<file path="config.mk">
export PLATFORM = sky130hd
export DESIGN_NAME = tt_um_carlosgs99_div_8by4
export DESIGN_NICKNAME = d
export VERILOG_FILES = /design/src/rtl/div_pkg.sv /design/src/rtl/div_step.sv /design/src/rtl/tt_um_carlosgs99_div_8by4.sv
export SDC_FILE = /design/constraint.sdc
export NUM_CORES = 1
export LEC_CHECK = 0
export ABC_AREA = 1
export BUFFER_PORTS_ARGS = -buffer_cell sky130_fd_sc_hd__buf_4
export CAP_MARGIN = 10
export CORE_MARGIN = 4
export CORE_UTILIZATION = 59
export CTS_BUF_LIST = sky130_fd_sc_hd__clkbuf_4
export DETAILED_ROUTE_END_ITERATION = 16
export HOLD_SLACK_MARGIN = 0.05
export MAX_ROUTING_LAYER = met4
export PLACE_DENSITY = 0.78
export SLEW_MARGIN = 20
export SYNTH_ARGS = -nofsm -noshare
export SYNTH_HDL_FRONTEND = slang
export SYNTH_HIERARCHICAL = 1
export SYNTH_SLANG_ARGS = --single-unit
</file>
<file path="constraint.sdc">
create_clock -name clk -period 2.2 [get_ports clk]
set_clock_uncertainty 0.1 [all_clocks]
set_input_delay 0.33 -clock clk [delete_from_list [all_inputs] [get_ports clk]]
set_output_delay 0.33 -clock clk [all_outputs]
set_load 0.03 [all_outputs]
</file>
<file path="src/rtl/div_pkg.sv">
// Shared types and constants for the 8-by-4 restoring divider.
package div_pkg;

  localparam int unsigned DIVIDEND_W = 8;
  localparam int unsigned DIVISOR_W  = 4;
  localparam int unsigned STEP_COUNT = 8;
  localparam int unsigned CNT_W      = $clog2(STEP_COUNT);

  // Counter value seen on the edge that completes the final step
  localparam logic [CNT_W-1:0] LAST_STEP = CNT_W'(STEP_COUNT - 1);

  typedef enum logic [1:0] {
    IDLE = 2'd0,
    RUN  = 2'd1,
    DONE = 2'd2
  } div_state_e;

endpackage

</file>
<file path="src/rtl/div_step.sv">
// One restoring-division step: compare the shifted partial remainder
// against the divisor and subtract when it fits.
module div_step
  import div_pkg::*;
(
  input  logic [DIVISOR_W:0]   rem_i,
  input  logic [DIVISOR_W-1:0] divisor_i,
  output logic [DIVISOR_W-1:0] rem_o,
  output logic                 q_bit_o
);

  // Compare/subtract; the kept remainder is always below the divisor, so 4 bits suffice
  always_comb begin
    q_bit_o = (rem_i >= {1'b0, divisor_i});
    rem_o   = q_bit_o ? DIVISOR_W'(rem_i - {1'b0, divisor_i}) : rem_i[DIVISOR_W-1:0];
  end

endmodule

</file>
<file path="src/rtl/tt_um_carlosgs99_div_8by4.sv">
// 8-bit by 4-bit sequential restoring divider, one quotient bit per cycle.
// Optional macro DIV_ZERO_SHORTCUT_EN: a zero divisor finishes after a single
// RUN cycle instead of stepping through all eight bits.
module tt_um_carlosgs99_div_8by4
  import div_pkg::*;
(
  input  logic                  clk,
  input  logic                  rst,
  input  logic                  ena,
  input  logic                  start,
  input  logic [DIVIDEND_W-1:0] io_Dividend,
  input  logic [DIVISOR_W-1:0]  io_Divisor,
  output logic [DIVIDEND_W-1:0] io_Quotient,
  output logic [DIVISOR_W-1:0]  io_Remainder,
  output logic                  busy,
  output logic                  done,
  output logic                  div0
);

  div_state_e            state_q;
  logic [CNT_W-1:0]      cnt_q;
  logic [DIVIDEND_W-1:0] dvd_q;   // dividend, shifted left as bits are consumed
  logic [DIVISOR_W-1:0]  dvs_q;
  logic [DIVISOR_W-1:0]  rem_q;
  logic [DIVIDEND_W-1:0] quo_q;

  logic [DIVISOR_W:0]    step_in;
  logic [DIVISOR_W-1:0]  step_rem;
  logic                  step_q;
  logic                  zero_short;

  assign step_in = {rem_q, dvd_q[DIVIDEND_W-1]};

  div_step u_step (
    .rem_i     (step_in),
    .divisor_i (dvs_q),
    .rem_o     (step_rem),
    .q_bit_o   (step_q)
  );

`ifdef DIV_ZERO_SHORTCUT_EN
  assign zero_short = (dvs_q == '0);
`else
  assign zero_short = 1'b0;
`endif

  // Control FSM, datapath and registered result; ena low freezes everything
  always_ff @(posedge clk or posedge rst) begin
    if (rst) begin
      state_q      <= IDLE;
      cnt_q        <= '0;
      dvd_q        <= '0;
      dvs_q        <= '0;
      rem_q        <= '0;
      quo_q        <= '0;
      io_Quotient  <= '0;
      io_Remainder <= '0;
      busy         <= 1'b0;
      done         <= 1'b0;
      div0         <= 1'b0;
    end else if (ena) begin
      case (state_q)
        IDLE: begin
          if (start) begin
            dvd_q   <= io_Dividend;
            dvs_q   <= io_Divisor;
            rem_q   <= '0;
            quo_q   <= '0;
            cnt_q   <= '0;
            busy    <= 1'b1;
            state_q <= RUN;
          end
        end
        RUN: begin
          if (zero_short) begin
            io_Quotient  <= '1;
            io_Remainder <= dvd_q[DIVISOR_W-1:0];
            div0         <= 1'b1;
            busy         <= 1'b0;
            done         <= 1'b1;
            state_q      <= DONE;
          end else begin
            rem_q <= step_rem;
            quo_q <= {quo_q[DIVIDEND_W-2:0], step_q};
            dvd_q <= {dvd_q[DIVIDEND_W-2:0], 1'b0};
            cnt_q <= cnt_q + 1'b1;
            if (cnt_q == LAST_STEP) begin
              io_Quotient  <= {quo_q[DIVIDEND_W-2:0], step_q};
              io_Remainder <= step_rem;
              div0         <= (dvs_q == '0);
              busy         <= 1'b0;
              done         <= 1'b1;
              state_q      <= DONE;
            end
          end
        end
        DONE: begin
          done    <= 1'b0;
          state_q <= IDLE;
        end
        default: state_q <= IDLE;
      endcase
    end
  end

endmodule

</file>
==> metrics.md, run 1 <==
| Metric | Value |
|---|---|
| Status | complete, no violations |
| Synth cell types | 24 |
| Post-Synthesis Cells | approximately 250 |
| Cell Int Power | 0.00171 W |
| Drt wl/cell | 11.1 um |
| Synth Cell Area | about 2100 sq um |
| MaxCap Viol Count | 0 |
| Critical Path RT | 2.34 ns |
| CTS H-tree depth | 2 |
| Avg Inst Size Synth | 8.45 sq um |
| Final ANT Viol Nets | 0 |
| Final Hold Vio Count | 0 |
| Area growth from synthesis to layout | 13.8% |
| Post-DP HPWL | 2.72 mm |
| Die Wd | 68.3 um |
| Max VDD drop | 0.000682 V |
| Crit path capture | io_Remainder[1] |
| Initial Utilization | 0.628 |
| Arrival @ worst endpoint | 1.86 ns |
| FP Rows | 21 |
| Routability cong. | 0.936 |
| Slew HR | 0.647 |
| Switching share of power | 0.443 |
| Pins Over Slew Limit | 0 |
| Setup CP Type | register to register |
| CTS tree | built |
| Root buffer cell | clkbuf_4 |
| Worst setup path startpoint | rem_q[2] |
| Worst reg2reg path startpoint | rem_q[2] |
| Synthesized Nets | 278 |
| Largest net degree at the start of global routing | 44 |
| RSZ-0062 raised after global routing | no |
| Sequential fraction of the synthesis area | 0.501 |
| Clk pwr share | 0.116 |
| Core area | 3420 sq um |
| Fraction of layout cells with a size suffix above 1 | 0.208 |
| Io pins | 31 |
| R2R Setup Slk | ~0.48 ns |
| TritonRoute pass-1 iters | 4 |
| Seq cells post-synth | 43 |
| # diodes | 0 |
| Crit Path Max Fanout | 6 |
| Worst-path clk slew | between 0.1 and 0.15 ns |
| HP Class | input port to register |
| Synth area leaders | dfrtp_1 (50%), nand2_1 (22%), ha_1 (4.1%) |
| Area share of the largest cell type after synthesis | 0.501 |
| Leak | around 1.4 nW |
| GRT overflow | 0 |
| Global-route total usage across every layer | 0.196 |
| Fillers | 299 |
| Fmax | 0.581 GHz |
| Post-route cell area | between 2000 and 2500 sq um |
| Initial antenna violation count | 0 |
| Worst R2R Path Depth | 9 |
| Routed WL | 3.72 mm |
| Fin crit period | 1.72 ns |
| Worst Tran Pin Value | 0.530 ns |
| Sequential power share | 0.397 |
| Cts bufs inserted | 5 |
| YS warnings | 6 |
| Vias per cell | 4.81 |
| Area leader, netlist | dfrtp_1 |
| Initial DRC count | around 140 |
| Area of the die | 4670 sq um |
| Vias | 1610 |
| Final Cycle Share | 0.782 |
| Area after DPL | 2380 sq um |
| Drt drc | 0 |
| NumNets Final | 312 |
| Setup Fix Bufs, Post-CTS | 0 |
| Startpoint Class | register |
| Comb power frac | 0.487 |
| Port Buffer Count | 30 |
| Vias in the first global route | 1472 |
| Worst setup EP type | register |
| Pwr dens | 1260 nW/um^2 |
| Clk_lat worst skew | 0.34 ns |
| Worst reg2reg path endpoint | io_Remainder[1] |
| # setup viols final | 0 |
| Setup TNS | 0 ns |
| Gates resized, CTS repair | 0 |
| Clk buf depth | 2 |
| P_sw | 0.00136 W |
| Clk sinks | 43 |
| Die Height | 68.3 um |
| First-pass GRT wire length | 6.53 mm |
[registers in the layout (all words and copies together), names as in the netlist, 2 cells and up]
register and cells:
cnt_q 3, rem_q 4, io_Quotient 8, quo_q 7
io_Remainder 4, dvd_q 8, state_q 2, dvs_q 4
[worst max-delay path: stages, from the launching register on]
cell and delay [ns]:
dfrtp_1 0.45, ha_1 0.38, nand2_1 0.13, nor2_4 0.05, nor2_4 0.17, nand2_4 0.09
nand2_1 0.06, nand2_1 0.07, nand2_1 0.08, nand2_1 0.05
[cells by family after synthesis]
family,synth area share
AO/OA/AOI/OAI,0.0513
XOR/XNOR,0.00408
adder cells (fa/ha/maj),0.0501
buffers and inverters,0.0770
flip-flops,0.501
AND/OR/NAND/NOR,0.316
[worst min path at each step]
stage	from	to	cells past startpoint	slack (ns)
CTS	io_Dividend[0]	dvd_q[0]	3	0.13
finish	io_Dividend[0]	dvd_q[0]	3	0.13
global placement	quo_q[6]	quo_q[6]	2	0.36
floorplan	quo_q[6]	quo_q[6]	2	0.34
detailed placement	io_Remainder[3]	io_Remainder[3]	2	0.36
global route	io_Divisor[1]	dvs_q[1]	3	0.12
[layout make-up]
| class | count | area (sq um) | area share |
|---|---|---|---|
| flip-flops and latches | 43 | 1080 | 0.441 |
| repair buffers | 33 | 250 | 0.103 |
| clock buffers | 6 | 45.0 | 0.0185 |
| clock inverters | 2 | 7.51 | 0.00308 |
| inverters | 26 | 100 | 0.0410 |
| well taps | 46 | 57.6 | 0.0236 |
| multi-input cells | 179 | 905 | 0.371 |
[placed cells by master, fill, tap and decap left out, types with 3 or more instances in the layout]
master    netlist  routed
o21ai_0        15      15
inv_1          21      21
o21ai_2         3       3
nor2_1          5       5
clkbuf_4        0       6
nor2_4          3       3
nand3_1         9       9
inv_2           4       4
nand2_1       123     123
buf_4           0      32
dfrtp_1        43      43
nand2_4         3       3
ha_1            7       7
[metrics by stage]
stage / worst slack, ns / std cells / total power [W] / util / hold WS [ns]
final: 0.480 / 335 / 0.00307 / 0.715 / 0.134
after global routing: 0.346 / 335 / 0.00336 / 0.715 / 0.120
after CTS: 0.483 / 335 / 0.00308 / 0.715 / 0.126
after detailed placement: 0.504 / 326 / 0.00272 / 0.696 / 0.361
after global placement: 0.495 / 326 / 0.00269 / 0.696 / 0.357
after floorplan: 0.662 / 254 / 0.00246 / - / 0.342
[what timing repair did]
item,4_1_cts,5_1_grt
endpoints found under the hold margin,43,0
hold buffers,1,0
endpoints found under the setup margin,0,0
[metal layers]
layer	vias to the layer above	part of all wire	GRT usage
li1	844	-	-
met1	724	0.49	0.271
met2	36	0.44	0.290
met3	6	0.057	0.0394
met4	0	0.010	0.0670
met5	-	0	-
[power groups by stage]
stage                     combinational, W  sequential [W]  clock [W]
after global placement             0.00146         0.00122          0
after global routing               0.00171         0.00125   0.000403
after detailed placement           0.00149         0.00123          0
final                              0.00149         0.00122   0.000357
after floorplan                    0.00124         0.00122          0
after CTS                          0.00150         0.00121   0.000371
[cells in the mapped netlist (all sizes together)]
master / n
nand2: 128
dfrtp: 43
inv: 26
o21ai: 18
nor2: 11
nand3: 9
ha: 7
buf: 6
a21oi: 1
fa: 1
nand3b: 1
nor3: 1
or2: 1
xnor2: 1
Note: power is estimated with default switching activity, not from simulation.
==> run 2: changes to the inputs <==
==> constraint.sdc (replaced) <==
create_clock -name clk -period 1.75 [get_ports clk]
set_clock_uncertainty 0.1 [all_clocks]
set_input_delay 0.2625 -clock clk [delete_from_list [all_inputs] [get_ports clk]]
set_output_delay 0.2625 -clock clk [all_outputs]
set_load 0.03 [all_outputs]
==> metrics.md, run 2 (synthesis gave the netlist of run 1 again) <==
| Metric | Value |
|---|---|
| Status | complete, no violations |
| Leak | 1.41 nW (+1.1%) |
| Finished Layout Cells | 336 (+0.30%) |
| Sequential power share | 0.367 (-0.030) |
| Cts bufs inserted | 5 (unchanged) |
| Pins Over Slew Limit | 0 (unchanged) |
| Fin crit period | 1.65 ns (-0.0704 ns) |
| # setup viols final | 0 (unchanged) |
| Crit Path Max Fanout | 5 (-1) |
| Worst hold path depth | 3 (unchanged) |
| Hold_ws | 0.0630 ns (-0.0707 ns) |
| FP Rows | 21 (unchanged) |
| Worst reg2reg path startpoint | rem_q[1] |
| Vias per cell | 4.93 (+2.5%) |
| Worst Tran Pin Value | 0.519 ns (-0.0108 ns) |
| Critical Path RT | 1.89 ns (-0.45 ns) |
| Initial antenna violation count | 0 (unchanged) |
| CTS tree | built |
| Worst R2R Path Depth | 9 (unchanged) |
| Global-route total usage across every layer | 0.195 (-0.000859) |
| Worst-path clk slew | 0.11 ns (about the same) |
| Slowest CP cell | dfrtp_1 |
| MaxCap Viol Count | 0 (unchanged) |
| Commonest non-fill, non-tap cells in the layout | nand2_1 (121), dfrtp_1 (43), buf_4 (33), inv_1 (20), o21ai_0 (15) |
| P_sw | 0.00181 W (+33%) |
| Io pins | 31 (unchanged) |
| Core area | 3420 sq um (unchanged) |
| Cell Int Power | 0.00237 W (+39%) |
| Initial Utilization | 0.628 (unchanged) |
| Final ANT Viol Nets | 0 (unchanged) |
| Min-Delay Endpoint | dvs_q[2] |
| RSZ-0062 raised after global routing | yes |
| NumNets Final | 313 (+0.32%) |
| Drt drc | 0 (unchanged) |
| Final Cycle Share | 0.943 (+0.161) |
| Arrival @ worst endpoint | 1.79 ns (-0.07 ns) |
| Post-DP HPWL | 2.70 mm (-0.78%) |
| Drt wl/cell | 11.3 um (+1.7%) |
| Setup CP Type | register to register |
| GRT overflow | 0 (unchanged) |
| Fraction of layout cells with a size suffix above 1 | 0.234 (+0.0269) |
| HP Class | input port to register |
| Post-route cell area | 2510 sq um (+2.9%) |
| Crit path cell chain | ha_2 > a21oi_2 > nand2_1 > nand2_4 > nand2_4 > nand2_1 > nand2_1 > nand2_1 > nand2_1 |
| Most common cell on crit path | nand2_1 |
| Initial DRC count | 191 (+38%) |
| Largest net degree at the start of global routing | 44 (unchanged) |
| First-pass GRT wire length | 6.57 mm (+0.52%) |
| Comb power frac | 0.490 (+0.003) |
| Die Wd | 68.3 um (unchanged) |
| Clk_lat worst skew | 0.35 ns (about the same) |
| Final WS setup | 0.0999 ns (-0.380 ns) |
| Largest regs | dvd_q x8, io_Quotient x8, quo_q x7 |
| # diodes | 0 (unchanged) |
| Final Hold Vio Count | 0 (unchanged) |
| Die Height | 68.3 um (unchanged) |
| Clk sinks | 43 (unchanged) |
| Sequential standard cell area | 1080 sq um (unchanged) |
| Area of the multi-input gates | 943 sq um (+4.3%) |
| Clk buf depth | 2 (unchanged) |
| Worst min-delay path startpoint | io_Divisor[2] |
| Max incr delay on CP | 0.41 ns (-0.04 ns) |
| Area of the die | 4670 sq um (unchanged) |
| Area after DPL | 2380 sq um (unchanged) |
| Startpoint Class | register |
| Max VDD drop | 0.00135 V (+97%) |
| Area growth from synthesis to layout | 17.0% |
| Vias | 1655 (+2.8%) |
| R2R Setup Slk | 0.1 ns (-0.38 ns) |
| Slew HR | 0.654 (+0.00719) |
| Dpl ws | 0.0588 ns (-0.445 ns) |
| Port Buffer Count | 30 (unchanged) |
| Routability cong. | 0.880 (-6.0%) |
| Fmax | 0.606 GHz (+4.3%) |
| CTS H-tree depth | 2 (unchanged) |
| Switching share of power | 0.434 (-0.00967) |
| Commonest non-fill, non-tap cell in the layout | nand2_1 |
| Fillers | 275 (-8.0%) |
| TritonRoute pass-1 iters | 4 (unchanged) |
| Worst reg2reg path endpoint | rem_q[1] |
| Vias in the first global route | 1486 (+0.95%) |
| Routed WL | 3.80 mm (+2.0%) |
| Setup TNS | 0 ns (unchanged) |
| Inst Count DP | 326 (unchanged) |
| Worst setup EP type | register |
| Root buffer cell | clkbuf_4 |
| Clk pwr share | 0.143 (+0.027) |
| Pwr dens | 1660 nW/um^2 (+32%) |
run 2: what timing repair did:
action,CTS,global route
setup buffers,0,1
resized for setup,0,7
endpoints found under the hold margin,43,0
endpoints found under the setup margin,0,11
hold buffers,1,0
run 2: final cells by class:
cell class,instances,area share
clock inverter,3,0.0154
multi-input combinational,179,0.376
timing repair buffer,34,0.103
tap,46,0.0229
inverter,26,0.0399
clock buffer,5,0.0149
sequential,43,0.428
run 2: how the worst max path moves through the flow:
stage / startpoint / endpoint / slack (ns) / cells after the start
6_report: rem_q[1] / rem_q[1] / 0.1 / 9
5_1_grt: dvs_q[2] / rem_q[1] / -0.03 / 10
4_1_cts: rem_q[2] / rem_q[1] / 0.03 / 9
3_5_place_dp: dvs_q[3] / rem_q[1] / 0.06 / 10
3_3_place_gp: rem_q[1] / rem_q[1] / 0.1 / 9
2_1_floorplan: rem_q[1] / io_Remainder[2] / 0.21 / 9
run 2: metrics by stage:
step,power (W),utilization
2_1_floorplan,0.00309,-
3_3_place_gp,0.00339,0.696
3_5_place_dp,0.00344,0.696
4_1_cts,0.00404,0.722
5_1_grt,0.00456,0.735
6_report,0.00418,0.735
run 2: worst max-delay path, delay by kind of cell, from the launching register on:
family / cells / cell delay [ns]
compound gates: 1 / 0.17
fa+ha+maj: 1 / 0.33
flops: 1 / 0.41
simple gates: 7 / 0.55
run 2: power by group through the flow:
stage               Sequential (W)  Combinational, W  Clock [W]
floorplan                  0.00153           0.00156          0
global placement           0.00153           0.00186          0
detailed placement         0.00153           0.00191          0
CTS                        0.00152           0.00191   0.000615
global route               0.00158           0.00233   0.000652
finish                     0.00153           0.00205   0.000597
run 2: metal layers:
metal / vias to the layer above / wire length [um] / global-route usage
met3: 5 / 212 / 0.0394
li1: 845 / - / -
met5: - / 0 / -
met2: 39 / 1700 / 0.289
met1: 766 / 1830 / 0.269
met4: 0 / 50 / 0.0670
